--- src/rtl/multicycle_sequencer.sv ---
// Purpose : multicycle RV32I control FSM that shares one memory port between fetch and data access.
//           It also counts retired instructions.
// Latency : 3 cycles for ALU/jump/branch/U-type, 4 for a store and 5 for a load with zero-wait memory.
// Backpressure: FETCH and MEM hold with mem_req stable until the cycle in which mem_ack is high.
// Ports   : clk/reset_n (async active-low); op/funct3/funct7_5 come from the IR; br_taken comes from the
//           comparator; mem_ack completes a request; mem_req/mem_we/iord drive the memory port;
//           ir_we/pc_we/pcsel/regwrite/wbsel/alusrc/alucontrol/alu_sub drive the datapath;
//           illegal_op pulses on an unsupported opcode; instret is the retired-instruction count.
module multicycle_sequencer #(
  parameter int CNT_W = 32
) (
  input  logic             clk,
  input  logic             reset_n,
  input  logic [6:0]       op,
  input  logic [2:0]       funct3,
  input  logic             funct7_5,
  input  logic             br_taken,
  input  logic             mem_ack,
  output logic             mem_req,
  output logic             mem_we,
  output logic             iord,
  output logic             ir_we,
  output logic             pc_we,
  output logic [1:0]       pcsel,
  output logic             regwrite,
  output logic [2:0]       wbsel,
  output logic             alusrc,
  output logic [2:0]       alucontrol,
  output logic             alu_sub,
  output logic             illegal_op,
  output logic [CNT_W-1:0] instret
);

  localparam logic [6:0] OP_R     = 7'b0110011;
  localparam logic [6:0] OP_LD    = 7'b0000011;
  localparam logic [6:0] OP_ST    = 7'b0100011;
  localparam logic [6:0] OP_I     = 7'b0010011;
  localparam logic [6:0] OP_BR    = 7'b1100011;
  localparam logic [6:0] OP_JAL   = 7'b1101111;
  localparam logic [6:0] OP_JALR  = 7'b1100111;
  localparam logic [6:0] OP_AUIPC = 7'b0010111;
  localparam logic [6:0] OP_LUI   = 7'b0110111;

  typedef enum logic [2:0] {
    S_IDLE, S_FETCH, S_DECODE, S_EXEC, S_MEM, S_WB
  } state_t;

  state_t           r_state;
  state_t           w_nxt;
  logic             r_mem_req;
  logic             r_iord;
  logic             r_mem_we;
  logic [CNT_W-1:0] r_instret;
  logic             w_retire;
  logic             w_legal;

  always_comb begin
    w_legal = 1'b0;
    case (op)
      OP_R, OP_LD, OP_ST, OP_I, OP_BR, OP_JAL, OP_JALR, OP_AUIPC, OP_LUI: w_legal = 1'b1;
      default: w_legal = 1'b0;
    endcase
  end

  // Next state plus the enables that depend on mem_ack or br_taken in the current cycle.
  always_comb begin
    w_nxt      = r_state;
    w_retire   = 1'b0;
    ir_we      = 1'b0;
    pc_we      = 1'b0;
    pcsel      = 2'b00;
    regwrite   = 1'b0;
    wbsel      = 3'b000;
    alusrc     = 1'b0;
    illegal_op = 1'b0;
    case (r_state)
      S_IDLE: w_nxt = S_FETCH;
      S_FETCH: begin
        if (mem_ack) begin
          ir_we = 1'b1;
          w_nxt = S_DECODE;
        end
      end
      S_DECODE: begin
        if (w_legal) begin
          w_nxt = S_EXEC;
        end else begin
          // Skip the bad word: advance PC but do not count it as retired.
          illegal_op = 1'b1;
          pc_we      = 1'b1;
          w_nxt      = S_FETCH;
        end
      end
      S_EXEC: begin
        w_retire = 1'b1;
        case (op)
          OP_R:     regwrite = 1'b1;
          OP_I:     begin regwrite = 1'b1; alusrc = 1'b1; end
          OP_LUI:   begin regwrite = 1'b1; wbsel = 3'b011; end
          OP_AUIPC: begin regwrite = 1'b1; wbsel = 3'b100; end
          OP_JAL:   begin regwrite = 1'b1; wbsel = 3'b010; pcsel = 2'b10; end
          OP_JALR:  begin regwrite = 1'b1; wbsel = 3'b010; pcsel = 2'b11; alusrc = 1'b1; end
          OP_BR:    pcsel = br_taken ? 2'b01 : 2'b00;
          OP_LD, OP_ST: begin
            w_retire = 1'b0;
            alusrc   = 1'b1;
            w_nxt    = S_MEM;
          end
          default: begin
            // DECODE only lets legal opcodes through; recover by refetching.
            w_retire = 1'b0;
            w_nxt    = S_FETCH;
          end
        endcase
      end
      S_MEM: begin
        alusrc = 1'b1;
        if (mem_ack) begin
          if (op == OP_ST) w_retire = 1'b1;
          else             w_nxt    = S_WB;
        end
      end
      S_WB: begin
        regwrite = 1'b1;
        wbsel    = 3'b001;
        w_retire = 1'b1;
      end
      default: w_nxt = S_IDLE;
    endcase
    if (w_retire) begin
      pc_we = 1'b1;
      w_nxt = S_FETCH;
    end
  end

  // ALU control follows the IR in every state except IDLE, which keeps all outputs low.
  always_comb begin
    alucontrol = 3'b000;
    alu_sub    = 1'b0;
    if (r_state != S_IDLE) begin
      case (op)
        OP_R:  begin alucontrol = funct3; alu_sub = funct7_5; end
        OP_I:  begin alucontrol = funct3; alu_sub = funct7_5 && (funct3 == 3'b101); end
        OP_BR: alu_sub = 1'b1;
        default: ;
      endcase
    end
  end

  // Memory port controls are registered from the next state, so they stay glitch-free and
  // stable for the whole request. Async reset drops them immediately.
  always_ff @(posedge clk or negedge reset_n) begin
    if (!reset_n) begin
      r_state   <= S_IDLE;
      r_mem_req <= 1'b0;
      r_iord    <= 1'b0;
      r_mem_we  <= 1'b0;
      r_instret <= '0;
    end else begin
      r_state   <= w_nxt;
      r_mem_req <= (w_nxt == S_FETCH) || (w_nxt == S_MEM);
      r_iord    <= (w_nxt == S_MEM);
      r_mem_we  <= (w_nxt == S_MEM) && (op == OP_ST);
      if (w_retire) r_instret <= r_instret + CNT_W'(1);
    end
  end

  assign mem_req = r_mem_req;
  assign iord    = r_iord;
  assign mem_we  = r_mem_we;
  assign instret = r_instret;

endmodule

--- config.mk ---
export PLATFORM = sky130hd
export DESIGN_NAME = multicycle_sequencer
export DESIGN_NICKNAME = d
export VERILOG_FILES = /design/src/rtl/multicycle_sequencer.sv
export SDC_FILE = /design/constraint.sdc
export NUM_CORES = 1
export LEC_CHECK = 0
export BUFFER_PORTS_ARGS = -buffer_cell sky130_fd_sc_hd__buf_4
export CAP_MARGIN = 20
export CORE_MARGIN = 8
export CORE_UTILIZATION = 45
export CTS_BUF_LIST = sky130_fd_sc_hd__clkbuf_4
export DETAILED_ROUTE_END_ITERATION = 16
export PLACE_DENSITY = 0.74
export SETUP_SLACK_MARGIN = 0.3
export SLEW_MARGIN = 20
export SYNTH_ARGS = -nofsm -noshare
export SYNTH_HDL_FRONTEND = slang
export SYNTH_SLANG_ARGS = --single-unit
--- constraint.sdc ---
create_clock -name clk -period 1.71 [get_ports clk]
set_input_delay 0.342 -clock clk [delete_from_list [all_inputs] [get_ports clk]]
set_output_delay 0.342 -clock clk [all_outputs]
set_load 0.03 [all_outputs]
==> impl_metrics.py, run 1 <==
metrics = {
    "clock_tree": {
        "cts_buffer_depth": 2,
        "cts_root_buf": "clkbuf_4",
        "clock_sinks": 38,
        "clkTransAtPathRegs_ps": 140,
        "insertion_delay_ps": 370,
        "cts_tree": "yes",
        "cts_buffers": 5,
        "htreeDepth": 2,
    },
    "drt": {
        "routed_wl_mm": 11.5,
        "drt-initial-drc-count": 372,
        "viasPerCell": 6.24,
        "wl_per_cell_um": 26.6,
        "vias": 2683,
        "drc": 0,
        "firstDrtPassIters": 5,
        "postRouteAntennaNets": 0,
    },
    "status": {
        "violations": "negative setup slack",
        "outcome": "finished with violations",
    },
    "timing": {
        "finalSetupTns_ps": -9100,
        "drv_slew": 0,
        "holdWs_ps": 489,
        "setup_viol": 48,
        "setup_ws_ps": -378,
        "grt_setup_unrepaired": "true",
        "max_clock_freq_ghz": 0.479,
        "fin_crit_ps": 2090,
        "slew_headroom_pct": 67.5,
        "worstMarginPinSlew_ps": 487,
        "fin_crit_sh_pct": 122,
        "fin_worst_skew_ps": 21.9,
        "hold_viol_final": 0,
    },
    "floorplanning": {
        "row_count": 25,
        "core_sq_mm": 0.00469,
        "dieArea_sq_mm": 0.00728,
        "die_h_um": 85.3,
        "die_width_um": 85.3,
        "start_util_pct": 46.1,
        "io_pins": 64,
    },
    "synthesis": {
        "synthArstFlopShare_pct": 100,
        "synth_fp_nets": 231,
        "avgSynthCellArea_sq_um": 10.1,
        "yosys_most_used_dff": "dfrtp_1",
        "syn-instance-count": 215,
        "synth_edf_count": 0,
        "synth_seq_cells": 38,
        "synth_area_sq_mm": 0.00216,
        "yosys.cell_types.count": 52,
        "yosysSeqAreaShare_pct": 44.0,
        "yosys_warnings": 0,
    },
    "setup_path": {
        "end_kind": "output pin",
        "cp_cell_sequence": "buf_4, nor3_2, nor2_1, nand2_1, a21oi_2, buf_4",
        "slowest_delay_ps": 470,
        "critPathKind": "reg -> out",
        "startpoint_type": "flop",
        "r2r_end": "instret[11]",
        "timing.rr.start": "r_state[1]",
        "crit_path_frequent_cell": "buf_4",
        "cp_slowest_cell": "dfrtp_1",
        "reg2regPathDepth": 8,
        "required_ps": 1370,
        "critPathMaxFanout": 4,
        "worstPathArrival_ps": 1750,
        "rrSetupSlack_ps": -270,
    },
    "layout": {
        "syn_to_final_growth_pct": 104,
        "final_cells": 430,
        "layout-drive-gt1-share_pct": 73.7,
        "fillCellCount": 130,
        "antennaDiodeCount": 0,
        "ff_latch_area_sq_um": 975,
        "nets": 391,
        "multi_input_area_sq_mm": 0.00171,
    },
    "placed_design": {
        "pre_cts_ws_ps": -213,
        "gp_congestion": 0.876,
        "dp_cells": 385,
        "io_buffers": 63,
        "dp_hpwl_mm": 4.97,
    },
    "global_routing": {
        "met2_usage_pct": 41.1,
        "grt_pass1_vias": 2559,
        "grt_pass1_wl_mm": 13.6,
        "top_usage_layer": "met2",
        "antenna_found_initial": 0,
        "globalRouteMet1Util_pct": 28.0,
        "grt_max_degree": 39,
        "grt.total_usage_pct": 23.9,
        "grt-ovfl-total": 0,
        "global_route.usage.met3_pct": 5.12,
    },
    "power": {
        "p_per_area_mw_per_mm2": 572,
        "ir_drop_mv": 0.806,
        "p_leak_nw": 2.16,
    },
    "worst_hold_path": {
        "worstHoldPathType": "in -> async",
    },
    "flow_run": {
        "maxCapViolCount": 0,
    },
}
[per-stage QoR]
stage          utilization, %  total power [mW]  instance area [sq um]
4_1_cts                  84.5              2.33                   3970
5_1_grt                  94.0              2.57                   4410
6_report                 94.0              2.52                   4410
3_5_place_dp             70.6              1.44                   3310
3_3_place_gp             70.6              1.43                   3310
2_1_floorplan               -              1.22                   2390
[cell usage in the layout, fill, tap and decap left out, types with 2 or more instances in the layout]
cell type,netlist,layout
xnor2_2,0,9
nand4_1,10,10
inv_1,3,2
and4_4,3,3
nor3_2,0,4
o22ai_4,0,2
dfrtp_2,0,19
nand2_1,26,17
nor2_2,1,2
buf_4,1,81
a21oi_2,0,3
buf_6,0,73
nand2_2,0,3
nand3_4,0,8
xnor2_1,23,14
o211ai_1,2,2
o21ai_2,0,2
or2_2,2,2
and3b_2,0,2
nor4_4,1,4
bufinv_16,0,2
nand3_1,16,5
dfrtp_1,38,19
nand2_4,0,6
and3_1,3,3
nand3_2,0,3
nor3_4,0,5
nand2b_4,0,4
nor2_4,0,5
xor2_1,8,8
buf_12,0,3
clkbuf_4,0,5
and2_1,6,2
and2_4,0,4
nor3_1,11,2
nor2_1,10,4
[registers in the layout, summed over array words and instances (netlist names)]
| register | count |
|---|---|
| mem_req | 1 |
| mem_we | 1 |
| r_state | 3 |
| iord | 1 |
| instret | 32 |
[synth_stat cells, types with 2 or more instances]
master    count  area (sq um)
dfrtp_1      38           951
nand2_1      26          97.6
xnor2_1      23           201
nand3_1      16          80.1
nor3_1       11          55.1
nand4_1      10          62.6
nor2_1       10          37.5
xor2_1        8          70.1
and2_1        6          37.5
a21oi_1       5          25.0
nand2b_1      5          31.3
and3_1        3          18.8
and4_4        3          33.8
clkbuf_1      3          11.3
inv_1         3          11.3
and3_2        2          15.0
and3b_1       2          17.5
buf_2         2          10.0
nor3b_1       2          15.0
nor4_1        2          12.5
o211ai_1      2          15.0
o22ai_1       2          12.5
or2_2         2          12.5
[logic make-up after synthesis]
group / count (synthesis) / share of synthesized area, %
simple gates: 112 / 30.6
flops: 38 / 44.0
xor+xnor: 31 / 12.6
compound gates: 23 / 9.78
buf+inv: 10 / 2.55
fa+ha+maj: 1 / 0.579
[area by class of cell]
class	instances	share of cell area, %
inverters	3	0.255
multi-input cells	167	38.7
clock inverters	3	1.56
flip-flops and latches	38	22.1
clock buffers	5	0.851
well taps	54	1.53
repair buffers	160	35.0
[how the worst max path moves through the flow]
stage                          start       end  slack (ps)
after floorplan                op[4]     pc_we        -100
after global placement         op[4]     pc_we        -160
after detailed placement       op[3]  wbsel[0]        -210
after CTS                 r_state[2]  wbsel[2]        -280
after global routing      r_state[1]   alu_sub        -420
final                     r_state[1]   alu_sub        -380
[critical path: cells and delay by family (launching register included)]
kind	cells	cell delay (ps)
DFF	1	470
buffers and inverters	2	340
AOI/OAI and AO/OA	1	40
and+or+nand+nor	3	540
[report_power, final]
group	switching [mW]	leakage [nW]	internal (mW)	total (mW)
Combinational	0.381	1.62	0.352	0.734
Sequential	0.0418	0.484	0.934	0.975
Clock	0.355	0.0554	0.458	0.813
Total	0.778	2.16	1.74	2.52
[routing by layer]
metal,share of wire [%],vias to the layer above
met5,0,-
met4,4.8,0
met3,7.8,58
met2,51,205
met1,37,1329
li1,-,1091
[what timing repair did]
item                                    4_1_cts  5_1_grt
pin swaps                                    36       31
hold buffers                                  1        0
endpoints found under the setup margin       65       70
endpoints found under the hold margin        38        0
gates cloned                                  1        0
gates resized for setup                      92       60
buffers inserted                             15       20
Note: power is estimated with default switching activity, not from simulation.
==> run 2, diff against run 1 <==
PLACE_DENSITY = 0.71   (was 0.74)
clock period = 2.52 ns   (was 1.71 ns; I/O delays follow)
==> run 2 against run 1 <==
  * The flow now finishes without violations
  * Count of clock-buffer cells in the layout is 1 higher
  * Critical path type is now in -> out
  * Sequential power is 32% lower
  * Highest routed layer unchanged
  * Largest power group unchanged
  * Final cell count shrank 21%
  * Sequential share of layout area rose by 12 points
  * Largest cell class unchanged
==> impl_metrics.py, run 2 (synthesized netlist as in run 1, its figures left out) <==
metrics = {
    "status": {
        "outcome": "finished, final reports clean",
    },
    "clock_tree": {
        "cts_buffer_depth": 2,
        "cts_root_buf": "clkbuf_4",
        "htreeDepth": 2,
        "clkTransAtPathRegs_ps": 110,
        "cts_tree": "yes",
        "clock_sinks": 38,
        "insertion_delay_ps": 340,
        "cts_buffers": 5,
    },
    "layout": {
        "nets": 302,
        "syn_to_final_growth_pct": 30.0,
        "largest_register_ffs": 32,
        "fillCellCount": 419,
        "layout-drive-gt1-share_pct": 35.5,
        "antennaDiodeCount": 0,
        "mostFrequentLayoutCells": "buf_4 (70), dfrtp_1 (38), nand2_1 (25)",
        "mostFrequentLayoutCell": "buf_4",
    },
    "timing": {
        "worstMarginPinSlew_ps": 545,
        "max_clock_freq_ghz": 0.451,
        "finalSetupTns_ps": 0,
        "fin_crit_ps": 2220,
        "drv_slew": 0,
        "slew_headroom_pct": 63.5,
        "fin_worst_skew_ps": 9.35,
        "fin_crit_sh_pct": 88.0,
        "setup_ws_ps": 302,
        "setup_viol": 0,
        "holdWs_ps": 114,
        "hold_viol_final": 0,
        "grt_setup_unrepaired": "true",
    },
    "placed_design": {
        "gp_congestion": 0.863,
        "pre_cts_ws_ps": 155,
        "dp_hpwl_mm": 4.05,
        "io_buffers": 63,
    },
    "worst_hold_path": {
        "worstHoldPathType": "in -> async",
    },
    "floorplanning": {
        "dieArea_sq_mm": 0.00728,
        "start_util_pct": 46.1,
        "io_pins": 64,
        "die_width_um": 85.3,
        "row_count": 25,
        "die_h_um": 85.3,
        "core_sq_mm": 0.00469,
    },
    "global_routing": {
        "grt_max_degree": 39,
        "grt.total_usage_pct": 14.7,
        "antenna_found_initial": 0,
        "grt_pass1_vias": 1856,
        "grt-ovfl-total": 0,
        "grt_pass1_wl_mm": 8.70,
    },
    "drt": {
        "firstDrtPassIters": 4,
        "wl_per_cell_um": 15.4,
        "drc": 0,
        "vias": 1836,
        "viasPerCell": 5.38,
        "routed_wl_mm": 5.26,
        "drt-initial-drc-count": 104,
        "postRouteAntennaNets": 0,
    },
    "setup_path": {
        "cp_slowest_cell": "a221o_1",
        "reg2regPathDepth": 6,
        "end_kind": "output pin",
        "cp_cell_sequence": "buf_4, and2b_2, nand2_2, a221o_1, nor3b_4, nand2b_4, buf_6",
        "critPathMaxFanout": 7,
        "required_ps": 2020,
        "timing.rr.start": "r_state[2]",
        "worstPathArrival_ps": 1710,
        "r2r_end": "instret[9]",
        "startpoint_type": "input port",
        "rrSetupSlack_ps": 530,
        "critPathKind": "in -> out",
        "slowest_delay_ps": 340,
    },
    "power": {
        "p_leak_nw": 1.34,
        "pwr-share-clk_pct": 25.3,
        "p_seq_share_pct": 55.4,
        "ir_drop_mv": 0.285,
        "p_sw_mw": 0.357,
        "swShare_pct": 30.0,
        "p_int_mw": 0.835,
        "power.share.combinational_pct": 19.2,
        "p_per_area_mw_per_mm2": 424,
    },
    "flow_run": {
        "maxCapViolCount": 0,
    },
}
## run 2: worst max path at each step
stage	to	from	slack (ps)	cells after the start
after global placement	pc_we	op[4]	220	7
after global routing	pc_we	op[4]	260	7
after floorplan	pc_we	op[4]	220	5
after CTS	pc_we	op[2]	230	6
final	pc_we	op[4]	300	7
after detailed placement	pc_we	op[4]	150	7
## run 2: power by group through the flow
stage | sequential (mW) | combinational [mW] | clock (mW)
floorplan | 0.698 | 0.0987 | 0
detailed placement | 0.674 | 0.222 | 0
global route | 0.666 | 0.250 | 0.342
global placement | 0.672 | 0.218 | 0
finish | 0.661 | 0.229 | 0.302
CTS | 0.662 | 0.224 | 0.320
## run 2: worst max-delay path, delay by kind of cell
family | cells | cell delay, ps
and+or+nand+nor | 4 | 610
AOI/OAI and AO/OA | 1 | 340
buffers and inverters | 2 | 260
## run 2: routing by layer
metal	vias up	GRT usage (%)	share of wire (%)	routed length [um]
met3	7	3.96	4.6	240
li1	910	-	-	-
met5	-	0	0	0
met2	38	24.3	50	2610
met4	0	5.41	1.1	57
met1	881	17.8	45	2360
## run 2: final cells by class
cell class	count	area [sq um]	share of cell area [%]
multi-input combinational	167	1190	42.4
inverter	3	11.3	0.401
sequential	38	951	33.8
clock buffer	6	45.0	1.60
timing repair buffer	71	537	19.1
clock inverter	2	8.76	0.312
tap	54	67.6	2.40
## run 2: what timing repair did
action | 4_1_cts | 5_1_grt
setup endpoints to repair | 4 | 4
pin swaps | 0 | 3
gates resized for setup | 2 | 5
hold buffers | 0 | 0
buffers inserted | 1 | 4
## run 2: per-stage QoR
step                cell area, sq um  util, %  std cells  total power [mW]
detailed placement              2690     57.4        328             0.896
floorplan                       2170        -        215             0.797
global placement                2690     57.4        328             0.890
CTS                             2760     58.7        337              1.21
global route                    2810     59.9        341              1.26
finish                          2810     59.9        341              1.19
